--- src/rtl/riscv_mux_unit_if.sv ---
// Signal bundle for the riscv_mux_unit selector pair: mux inputs, selects,
// the register-load enable and both combinational and registered results.
interface riscv_mux_unit_if #(
    parameter int unsigned WIDTH = 32
);
    logic             en;
    logic [WIDTH-1:0] a;
    logic [WIDTH-1:0] b;
    logic             s;
    logic [WIDTH-1:0] c;
    logic [WIDTH-1:0] a3;
    logic [WIDTH-1:0] b3;
    logic [WIDTH-1:0] c3;
    logic [1:0]       s3;
    logic [WIDTH-1:0] d;
    logic [WIDTH-1:0] c_q;
    logic [WIDTH-1:0] d_q;

    // Producer side: supplies data/selects, observes results.
    modport master (
        output en, a, b, s, a3, b3, c3, s3,
        input  c, d, c_q, d_q
    );

    // Mux unit side.
    modport slave (
        input  en, a, b, s, a3, b3, c3, s3,
        output c, d, c_q, d_q
    );
endinterface

--- src/rtl/riscv_mux_unit.sv ---
// 2:1 and 3:1 datapath selectors with combinational results and
// enable-gated registered copies for next-stage consumers.
module riscv_mux_unit #(
    parameter int unsigned           WIDTH     = 32,
    parameter logic [WIDTH-1:0]      RESET_VAL = '0
) (
    input logic              clk,
    input logic              rst,
    riscv_mux_unit_if.slave  bus
);

    logic [WIDTH-1:0] c_val;
    logic [WIDTH-1:0] d_val;
    logic [WIDTH-1:0] c_hold_d, c_hold_q;
    logic [WIDTH-1:0] d_hold_d, d_hold_q;

    always_comb begin
        c_val = bus.a;
        if (bus.s) begin
            c_val = bus.b;
        end
    end

    // Encoding 2'b11 is reserved and drives zero so no select value is left open.
    always_comb begin
        d_val = '0;
        case (bus.s3)
            2'b00:   d_val = bus.a3;
            2'b01:   d_val = bus.b3;
            2'b10:   d_val = bus.c3;
            default: d_val = '0;
        endcase
    end

    always_comb begin
        c_hold_d = c_hold_q;
        d_hold_d = d_hold_q;
        if (bus.en) begin
            c_hold_d = c_val;
            d_hold_d = d_val;
        end
    end

    always_ff @(posedge clk or posedge rst) begin
        if (rst) begin
            c_hold_q <= RESET_VAL;
            d_hold_q <= RESET_VAL;
        end else begin
            c_hold_q <= c_hold_d;
            d_hold_q <= d_hold_d;
        end
    end

    assign bus.c   = c_val;
    assign bus.d   = d_val;
    assign bus.c_q = c_hold_q;
    assign bus.d_q = d_hold_q;

endmodule

--- src/flat_wrapper.sv ---
// flat-port wrapper written by rule: the top's interface ports become plain ports
module riscv_mux_unit_flat 
#(
    parameter int unsigned           WIDTH     = 32,
    parameter logic [WIDTH-1:0]      RESET_VAL = '0
)
  (clk, rst, bus_en, bus_a, bus_b, bus_s, bus_a3, bus_b3, bus_c3, bus_s3, bus_c, bus_d, bus_c_q, bus_d_q);
  riscv_mux_unit_if #(.WIDTH(WIDTH)) bus_i ();
  input logic clk;
  input logic rst;
  input wire logic [$bits(bus_i.en)-1:0] bus_en;
  input wire logic [$bits(bus_i.a)-1:0] bus_a;
  input wire logic [$bits(bus_i.b)-1:0] bus_b;
  input wire logic [$bits(bus_i.s)-1:0] bus_s;
  input wire logic [$bits(bus_i.a3)-1:0] bus_a3;
  input wire logic [$bits(bus_i.b3)-1:0] bus_b3;
  input wire logic [$bits(bus_i.c3)-1:0] bus_c3;
  input wire logic [$bits(bus_i.s3)-1:0] bus_s3;
  output wire logic [$bits(bus_i.c)-1:0] bus_c;
  output wire logic [$bits(bus_i.d)-1:0] bus_d;
  output wire logic [$bits(bus_i.c_q)-1:0] bus_c_q;
  output wire logic [$bits(bus_i.d_q)-1:0] bus_d_q;
  assign bus_i.en = bus_en;
  assign bus_i.a = bus_a;
  assign bus_i.b = bus_b;
  assign bus_i.s = bus_s;
  assign bus_i.a3 = bus_a3;
  assign bus_i.b3 = bus_b3;
  assign bus_i.c3 = bus_c3;
  assign bus_i.s3 = bus_s3;
  assign bus_c = bus_i.c;
  assign bus_d = bus_i.d;
  assign bus_c_q = bus_i.c_q;
  assign bus_d_q = bus_i.d_q;
  riscv_mux_unit #(.WIDTH(WIDTH), .RESET_VAL(RESET_VAL)) u_core (.clk(clk), .rst(rst), .bus(bus_i));
endmodule
--- config.mk ---
export PLATFORM = sky130hd
export DESIGN_NAME = riscv_mux_unit_flat
export DESIGN_NICKNAME = d
export VERILOG_FILES = /design/src/rtl/riscv_mux_unit_if.sv /design/src/rtl/riscv_mux_unit.sv /design/src/flat_wrapper.sv
export SDC_FILE = /design/constraint.sdc
export NUM_CORES = 1
export LEC_CHECK = 0
export BUFFER_PORTS_ARGS = -buffer_cell sky130_fd_sc_hd__buf_2
export CAP_MARGIN = 20
export CORE_AREA = 2 2 114 116
export CTS_CLUSTER_SIZE = 30
export DETAILED_ROUTE_END_ITERATION = 10
export DIE_AREA = 0 0 116 118
export PLACE_DENSITY = 0.67
export SLEW_MARGIN = 20
export SYNTH_ARGS = -nofsm -noshare
export SYNTH_HDL_FRONTEND = slang
export SYNTH_SLANG_ARGS = --single-unit
--- constraint.sdc ---
create_clock -name clk -period 3 [get_ports clk]
set_input_delay 0.3 -clock clk [delete_from_list [all_inputs] [get_ports clk]]
set_output_delay 0.3 -clock clk [all_outputs]
set_load 0.03 [all_outputs]
=== Word level (Yosys, flattened, before mapping) ===
Index checks and enable logic that the tools add are counted.
Widths: inputs -> output; s select.

* Equality and inequality tests: 2
* Reductions and logical operators: 1
* Muxes and demuxes: 2

{| class="wikitable"
|+ Operator list
! operator !! number
|-
| $pmux 32 s3 || 1
|-
| $mux 32 || 1
|-
| $eq 2x1->1 const B || 1
|-
| $eq 2x2->1 const B || 1
|-
| $logic_not 2->1 || 1
|}

* Flip-flop bits (word level): 64
* Logic and storage cells: 7
* Output and inout bits: 128
* Bits of input ports: 166

=== Logic depth before layout (Yosys ltp) ===
Gate-level depths: netlist of the first run.

* Word-level depth: 2
* Gate-level depth with buffers: 5
* Gate-level depth less buffers: 2

=== Least setup slack after synthesis of the first run ===
OpenSTA, ideal clock, no wires.

* Path kind: input -> output
* Start: input bus_s3[0]
* End: output bus_d[10]
* Data arrival time: 1281 ps
* Buffers on the path: 2
* Data required time: 2700 ps
* Setup slack: 1419 ps
* Stages on the path: 4
* Path through: buf_4 > buf_4 > mux2i_1 > o2bb2ai_1

* Longest elaborated chain between the ends: 2
* Elaborated cells between the ends (all ways): 4
* Those cells by class: eq/ne (2); mux (1); reduce/logical (1)

{| class="wikitable"
|+ RTL lines
! element !! RTL line !! source
|-
| start: declaration || flat_wrapper.sv:18 || <nowiki>input wire logic [$bits(bus_i.s3)-1:0] bus_s3;</nowiki>
|-
| $eq 2x2->1, or another cell as far along || riscv_mux_unit.sv:27 || <nowiki>case (bus.s3)</nowiki>
|-
| $pmux 32 s3 (*) || riscv_mux_unit.sv:27 ||
|-
| end: declaration || flat_wrapper.sv:20 || <nowiki>output wire logic [$bits(bus_i.d)-1:0] bus_d;</nowiki>
|}

Mark *: on every way between the ends. The rest lies on a longest branch, timed or not.

=== Worst setup path in the final report of the first run ===
* Start: input bus_s3[0]
* End: output bus_d[23]

Same word-level chain as after synthesis.

==> qor.yml, run 1 <==
p_int_w: 0.002100
clock_latency_ns: 0.33
drv_slew: 0
setup.worst_path.start: "bus_s3[0]"
synthCells: 327
dr_total_vias: 3810
worstPathArrival_ns: 1.51
numCtsBuffers: 9
yosysTopAreaCellShare_pct: 39.00
synth_flop_cell: "dfrtp_1"
fillers: 1164
p_per_area_nw_per_um2: 537.3
std_cell_rows: 41
rr_startpoint: "u_core.bus.c_q[1]"
drt.antenna.violating_nets: 0
synth_edf_count: 0
ys_seq_area_share_pct: 39.00
synthArstFlopShare_pct: 100.0
fin_crit_sh_pct: 60.35
switchingPower_w: 0.001105
min_period_ns: 1.810
setup_violations: 0
max-clock-path-buffers: 2
cp_max_fo: 30
dieWidth_um: 116
syn2layout_area_growth_pct: 45.31
drc: 0
antennaDiodeCount: 0
finish.net_count: 771
clockRootBuffer: "clkbuf_16"
crit_path_max_incr_delay_ns: 0.38
initial_core_util_pct: 33.08
cp_slowest_cell: "buf_4"
max_cap_violations: 0
p_leak_nw: 3.081
fmax_ghz: 0.5524
overflow: 0
rsz0062_at_grt: "false"
io_pins: 294
ys_ff_latch: 64
relSlewSlack_pct: 54.31
grt_pass1_vias: 3818
worstPathCellList: "buf_2 > buf_4 > mux2i_1 > o2bb2ai_1 > buf_2"
cts_resized: 0
hpwl_um: 10060
syn_avg_cell_area_um2: 12.56
antenna_found_initial: 0
die_area_um2: 13690
grt_max_degree: 66
syn_nets: 493
drtIter0Drc: 184
start_kind: "input port"
ir_drop_v: 0.0003486
reg2regPathDepth: 1
routed_wl_um: 13020
drive_gt1_share_pct: 63.11
p_clk_share_pct: 34.9
hold_path_class: "input port to async pin"
io_buffers: 293
finalHoldViolCount: 0
grt_usage_pct: 18.88
crit_top_cell: "buf_2"
first_pass_iters: 4
regArea_um2: 1602
setup_tns_ns: 0
wl_per_cell_um: 16.65
via_per_inst: 4.872
skew_ns: 0
synth_area_leaders: "dfrtp_1 39%, mux2_4 22%, mux2i_1 7.8%"
worst_slew_pin_slew_ns: 0.6844
cp-end-kind: "output port"
yosysMostFrequentCell: "dfrtp_1"
fin_util_pct: 48.06
h-tree-depth: 3
netlist-cell-type-count: 16
die_h_um: 118
crit_required_ns: 2.70
gp_congestion: 0.8353
synth_common_cells: "64 x dfrtp_1, 60 x mux2_4, 33 x nand2b_1"
synth_warnings: 0
critPathKind: "input port to output port"
p_comb_share_pct: 33.1
regToRegSetupSlack_ns: 2.22
swShare_pct: 34.48
synth_top_cell_by_area: "dfrtp_1"
seqPwrFrac_pct: 31.9
cts_tree: "done"
grt_first_pass_wirelength_um: 20050
ctsHoldBuffers: 0
core_area_um2: 12410
synth.cell_area_um2: 4106
status: "completed"
critPathCapture: "bus_d[23]"
r2r_end: "u_core.bus.c_q[1]"
cts_setup_buffers: 0
clock_sinks: 64
clk_pin_slew_ns: 0.06
multi_input_area_um2: 2282
==> placed cells by master, fill, tap and decap left out, types with 2 or more instances in the layout <==
cell,Yosys,layout
dfrtp_1,64,64
mux2_4,60,60
mux2_2,4,4
mux2i_1,32,32
clkinv_2,0,2
o2bb2ai_1,32,32
clkbuf_16,0,9
bufinv_16,0,2
buf_4,4,11
o211ai_1,32,32
nand2b_1,33,33
buf_2,12,292
nand4b_1,32,32
==> flip-flops by register name, summed over array words and instances (netlist names) <==
register,flops
u_core.bus.d_q,32
u_core.bus.c_q,32
==> kinds of logic (layout without fill, tap and decap cells) <==
logic type | Yosys count | in the layout | synth area share (%)
buffers and inverters | 37 | 320 | 5.484
AOI/OAI and AO/OA | 64 | 64 | 12.68
DFF | 64 | 64 | 39.00
and+or+nand+nor | 66 | 66 | 12.01
muxes | 96 | 96 | 30.83
==> metal layers <==
layer	part of all wire (%)	GRT usage [%]
met5	0	0
met4	1.9	6.548
met3	5.6	4.222
met2	51	32.71
met1	41	22.76
==> worst min-delay path by stage <==
stage,start,end,slack (ns),cells after the start
5_1_grt,rst,u_core.bus.c_q[1],0.12,2
3_3_place_gp,rst,u_core.bus.c_q[1],0.44,2
3_5_place_dp,rst,u_core.bus.c_q[1],0.46,2
4_1_cts,rst,u_core.bus.c_q[1],0.09,2
2_1_floorplan,bus_c3[26],u_core.bus.d_q[26],0.49,2
6_report,rst,u_core.bus.c_q[1],0.07,2
==> layout make-up <==
cell class | count | area share (%)
inverter | 1 | 0.06291
clock buffer | 9 | 3.774
timing repair buffer | 303 | 25.88
clock inverter | 7 | 1.594
sequential | 64 | 26.84
tap | 172 | 3.607
multi-input combinational | 226 | 38.25
==> through the flow <==
step	cell area, µm²	hold slack [ns]	power [W]	std cells	worst slack, ns
after CTS	5967	0.08576	0.003248	782	1.173
after floorplan	4106	0.4854	0.001749	327	1.102
after global routing	5967	0.1193	0.003352	782	1.073
after detailed placement	5647	0.4570	0.002105	766	1.172
after global placement	5647	0.4400	0.002087	766	1.194
final	5967	0.06514	0.003206	782	1.190
==> power by group through the flow <==
| stage | clock [W] | sequential (W) | combinational, W |
|---|---|---|---|
| after floorplan | 0 | 0.00124 | 0.000508 |
| after global placement | 0 | 0.00103 | 0.00105 |
| after detailed placement | 0 | 0.00104 | 0.00107 |
| after CTS | 0.00115 | 0.00102 | 0.00107 |
| after global routing | 0.00119 | 0.00104 | 0.00112 |
| final | 0.00112 | 0.00102 | 0.00106 |
==> critical path: cells and delay by family <==
kind | cells | cell delay [ns]
muxes | 1 | 0.30
AOI/OAI and AO/OA | 1 | 0.12
buffers and inverters | 3 | 0.78
No activity file was read; power rests on OpenSTA's default activity.
==> run 2: changes to the inputs <==
CORE_AREA = not set   (was 2 2 114 116)
CORE_ASPECT_RATIO = 0.5   (was not set)
CORE_MARGIN = 1   (was not set)
CORE_UTILIZATION = 42   (was not set)
DIE_AREA = not set   (was 0 0 116 118)
PLACE_DENSITY = 0.82   (was 0.67)
clock period = 1.7 ns   (was 3 ns; I/O delays follow)
==> qor.yml, run 2 (synthesis gave the netlist of run 1 again) <==
rsz0062_at_grt: "false"  # unchanged
antennaDiodeCount: 0  # unchanged
via_per_inst: 5.061  # was 4.872
wl_met2_um: 6301  # was 6661 µm
worstPathCellList: "buf_2 > buf_12 > mux2i_1 > o2bb2ai_1 > buf_2"  # was buf_2 > buf_4 > mux2i_1 > o2bb2ai_1 > buf_2
crit_path_max_incr_delay_ns: 0.25  # was 0.38 ns
initial_core_util_pct: 43.33  # was 33.08%
setup_ws_ns: 0.2738  # was 1.190 ns
dieWidth_um: 141.8  # was 116 µm
wl_met3_um: 450  # was 723 µm
drc: 0  # unchanged
fillers: 781  # was 1164
cp_max_fo: 35  # was 30
worst_slew_pin_slew_ns: 0.3943  # was 0.6844 ns
max_cap_violations: 0  # unchanged
clockRootBuffer: "clkbuf_16"  # unchanged
min_path_cells: 3
p_leak_nw: 3.147  # was 3.081 nW
worstPathArrival_ns: 1.26  # was 1.51 ns
cp_slowest_cell: "o2bb2ai_1"  # was buf_4
numCtsBuffers: 9  # unchanged
cp_top_family: "buffers and inverters"  # unchanged
wirelength_met1_um: 5455  # was 5390 µm
routed_wl_um: 12480  # was 13020 µm
clock_latency_ns: 0.32  # was 0.33 ns
dr_total_vias: 3791  # was 3810
setup_tns_ns: 0  # unchanged
gp_congestion: 0.8865  # was 0.8353
dp_slack_ns: 0.3061  # was 1.172 ns
setup_violations: 0  # unchanged
path_buf_inv: 3  # unchanged
final_cells: 749  # was 782
r2r_end: "u_core.bus.c_q[15]"  # was u_core.bus.c_q[1]
antenna_found_initial: 0  # unchanged
drive_gt1_share_pct: 63.19  # was 63.11%
rr_startpoint: "u_core.bus.c_q[15]"  # was u_core.bus.c_q[1]
start_kind: "input port"  # unchanged
hold_path_class: "input port to flip-flop"  # was input port to async pin
finalHoldViolCount: 0  # unchanged
syn2layout_area_growth_pct: 48.32  # was 45.31%
p_per_area_nw_per_um2: 960.7  # was 537.3 nW/µm²
placed_cells: 732  # was 766
finish.net_count: 775  # was 771
maxUsedRoutingLayer: "met4"  # unchanged
overflow: 0  # unchanged
cts_tree: "done"  # unchanged
crit_top_cell: "buf_2"  # unchanged
io_pins: 294  # unchanged
final_cell_mix: "292 x buf_2, 64 x dfrtp_1, 60 x mux2_4, 33 x nand2b_1"  # unchanged
max-clock-path-buffers: 2  # unchanged
core_area_um2: 9478  # was 12410 µm²
fin_crit_sh_pct: 83.90
drtIter0Drc: 227  # was 184
ctsHoldBuffers: 1  # was 0
cts_setup_buffers: 0  # unchanged
clk_pin_slew_ns: 0.05  # was 0.06 ns
min_to: "u_core.bus.d_q[10]"
io_buffers: 293  # unchanged
cp-end-kind: "output port"  # unchanged
die_h_um: 71.92  # was 118 µm
first_pass_iters: 4  # unchanged
grt_pass1_vias: 3663  # was 3818
h-tree-depth: 3  # unchanged
fmax_ghz: 0.7011
status: "completed"  # unchanged
drt.antenna.violating_nets: 0  # unchanged
grt_usage_pct: 23.62  # was 18.88%
hpwl_um: 9570  # was 10060 µm
reg2regPathDepth: 1  # unchanged
regToRegSetupSlack_ns: 0.92  # was 2.22 ns
critPathKind: "input port to output port"  # unchanged
ir_drop_v: 0.0005507  # was 0.0003486 V
grt_max_degree: 53  # was 66
cts_resized: 0  # unchanged
die_area_um2: 10200  # was 13690 µm²
min_period_ns: 1.426
crit_required_ns: 1.53  # was 2.70 ns
grt_first_pass_wirelength_um: 18580  # was 20050 µm
clock_sinks: 64  # unchanged
skew_ns: 0  # unchanged
relSlewSlack_pct: 73.71  # was 54.31%
drv_slew: 0  # unchanged
std_cell_rows: 25  # was 41
wl_per_cell_um: 16.66  # was 16.65 µm
min_from: "bus_c3[10]"
final_common_cell: "buf_2"  # unchanged
-- run 2: final cells by class --
class	instances	area [µm²]	share of cell area, %
tap	135	168.9	2.773
clock buffer	10	239.0	3.924
multi-input combinational	226	2282	37.47
inverter	1	7.507	0.1233
sequential	64	1602	26.29
timing repair buffer	307	1677	27.53
clock inverter	6	115.1	1.890
-- run 2: routing by layer --
layer / track usage [%] / vias up
met5: 0 / -
met4: 8.602 / 0
met3: 4.686 / 20
met2: 40.94 / 127
met1: 29.79 / 1827
li1: - / 1817
-- run 2: how the worst max path moves through the flow --
stage / slack [ns] / start / cells after the start / to
final: 0.27 / bus_s3[0] / 5 / bus_d[24]
after global routing: 0.23 / bus_s3[0] / 5 / bus_d[22]
after CTS: 0.31 / bus_s3[0] / 5 / bus_d[24]
after detailed placement: 0.31 / bus_s3[0] / 5 / bus_d[24]
after global placement: 0.33 / bus_s3[0] / 5 / bus_d[24]
after floorplan: 0.38 / bus_s3[0] / 4 / bus_d[10]
-- run 2: where the power goes --
part	leakage, nW	internal, W	switching (W)
combinational	2.20	0.000748	0.00117
clock	0.169	0.00148	0.000657
sequential	0.779	0.00171	0.0000954
-- run 2: through the flow --
step / cell area, µm² / utilization, % / hold slack (ns) / total power [W]
finish: 6091 / 64.26 / 0.1497 / 0.005851
global route: 6091 / 64.26 / 0.1443 / 0.006106
CTS: 6091 / 64.26 / 0.1386 / 0.005916
detailed placement: 5727 / 60.42 / 0.06388 / 0.003742
global placement: 5727 / 60.42 / 0.06346 / 0.003708
floorplan: 4110 / - / 0.3013 / 0.003088
==> run 3: changes to the inputs <==
CORE_UTILIZATION = 38   (was 42)
PLACE_DENSITY = 0.78   (was 0.82)
clock period = 1.2 ns   (was 1.7 ns; I/O delays follow)
==> qor.yml, run 3 (synthesis gave the netlist of run 1 again) <==
status: "completed"  # unchanged
io_buffers: 293  # unchanged
reg2regPathDepth: 1  # unchanged
clk_pin_slew_ns: 0.05  # about the same
routed_wl_um: 13270  # was 12480 µm
numCtsBuffers: 9  # unchanged
ir_drop_v: 0.0006220  # was 0.0005507 V
antennaDiodeCount: 0  # unchanged
setup_tns_ns: 0  # unchanged
start_kind: "input port"  # unchanged
rr_startpoint: "u_core.bus.c_q[11]"  # was u_core.bus.c_q[15]
finalHoldViolCount: 0  # unchanged
antenna_found_initial: 0  # unchanged
grt_first_pass_wirelength_um: 18860  # was 18580 µm
rsz0062_at_grt: "false"  # unchanged
cts_tree: "done"  # unchanged
setup_violations: 0  # unchanged
dr_total_vias: 3996  # was 3791
io_pins: 294  # unchanged
core_area_um2: 10340  # was 9478 µm²
cp-end-kind: "output port"  # unchanged
worst_slew_pin_slew_ns: 0.3635  # was 0.3943 ns
drt.antenna.violating_nets: 0  # unchanged
skew_ns: 0  # unchanged
min_to: "u_core.bus.d_q[30]"  # was u_core.bus.d_q[10]
fin_crit_sh_pct: 95.09
p_leak_nw: 3.306  # was 3.147 nW
cts_setup_buffers: 0  # unchanged
std_cell_rows: 26  # was 25
max-clock-path-buffers: 2  # unchanged
p_per_area_nw_per_um2: 1201  # was 960.7 nW/µm²
drtIter0Drc: 229  # was 227
grt_usage_pct: 21.60  # was 23.62%
via_per_inst: 5.090  # was 5.061
drv_slew: 0  # unchanged
first_pass_iters: 4  # unchanged
min_from: "bus_c3[30]"  # was bus_c3[10]
h-tree-depth: 3  # unchanged
gp_congestion: 0.9050  # was 0.8865
overflow: 0  # unchanged
cp_max_fo: 19  # was 35
fillers: 842  # was 781
grt_pass1_vias: 3812  # was 3663
setup.worst_path.start: "bus_s3[1]"  # was bus_s3[0]
wl_per_cell_um: 16.90  # was 16.66 µm
dieWidth_um: 149.0  # was 141.8 µm
fmax_ghz: 0.8764
critPathKind: "input port to output port"  # unchanged
final_cell_mix: "291 x buf_2, 64 x dfrtp_1, 60 x mux2_4, 33 x nand2b_1"  # was 292 x buf_2, 64 x dfrtp_1, 60 x mux2_4, 33 x nand2b_1
grt_max_degree: 40  # was 53
worstPathArrival_ns: 1.02  # was 1.26 ns
die_h_um: 75.51  # was 71.92 µm
final_common_cell: "buf_2"  # unchanged
initial_core_util_pct: 39.70  # was 43.33%
r2r_end: "u_core.bus.c_q[11]"  # was u_core.bus.c_q[15]
hold_path_class: "input port to flip-flop"  # unchanged
drc: 0  # unchanged
syn2layout_area_growth_pct: 60.94  # was 48.32%
finish.net_count: 806  # was 775
crit_required_ns: 1.08  # was 1.53 ns
die_area_um2: 11250  # was 10200 µm²
clockRootBuffer: "clkbuf_16"  # unchanged
hold_ws_ns: 0.1007  # was 0.1497 ns
hpwl_um: 10160  # was 9570 µm
min_period_ns: 1.141
min_path_cells: 3  # unchanged
drive_gt1_share_pct: 71.63  # was 63.19%
clock_latency_ns: 0.31  # was 0.32 ns
regToRegSetupSlack_ns: 0.40  # was 0.92 ns
clock_sinks: 64  # unchanged
max_cap_violations: 0  # unchanged
relSlewSlack_pct: 75.71  # was 73.71%
run 3: routing by layer:
layer  GRT usage (%)  share of wire, %
met5               0                 0
met4           5.669              0.37
met3           4.491               4.4
met2           40.36                53
met1           25.92                42
run 3: power by group:
part | switching (W) | internal (W) | total [W]
clock network | 0.000946 | 0.00145 | 0.00240
registers | 0.000140 | 0.00242 | 0.00256
logic | 0.00175 | 0.00124 | 0.00298
run 3: area by class of cell:
cell class                 count  area [µm²]  area share [%]
multi-input combinational    226        2550           38.58
timing repair buffer         338        1991           30.12
sequential                    64        1602           24.23
clock buffer                  10       239.0           3.616
tap                          140       175.2           2.651
clock inverter                 6       45.04          0.6816
inverter                       1       7.507          0.1136
run 3: worst max-delay path, cell delays in order:
cell and delay (ns):
buf_2 0.13, nor2b_4 0.21, buf_12 0.20, o2bb2ai_1 0.13
buf_2 0.22
run 3: how the worst max path moves through the flow:
stage	end	slack [ns]	cells after the start
floorplan	bus_d[15]	-0.02	4
global placement	bus_d[24]	-0.02	5
detailed placement	bus_d[28]	-0.05	5
CTS	bus_d[25]	-0.04	5
global route	bus_d[30]	0.02	5
finish	bus_d[0]	0.06	5
run 3: timing repair:
item | in CTS | in global routing
gates cloned | 0 | 2
resized for setup | 12 | 23
endpoints found under the hold margin | 11 | 0
hold buffers | 1 | 0
setup endpoints to repair | 17 | 30
run 3: per-stage QoR:
stage | instances | utilization, % | area, µm² | total power (W) | worst slack (ns)
2_1_floorplan | 327 | - | 4254 | 0.004425 | -0.02103
6_report | 785 | 63.88 | 6609 | 0.007939 | 0.05892
5_1_grt | 785 | 63.88 | 6609 | 0.008324 | 0.02191
4_1_cts | 783 | 62.36 | 6451 | 0.007948 | -0.03726
3_3_place_gp | 766 | 59.08 | 6112 | 0.005420 | -0.01703
3_5_place_dp | 766 | 59.08 | 6112 | 0.005475 | -0.05206
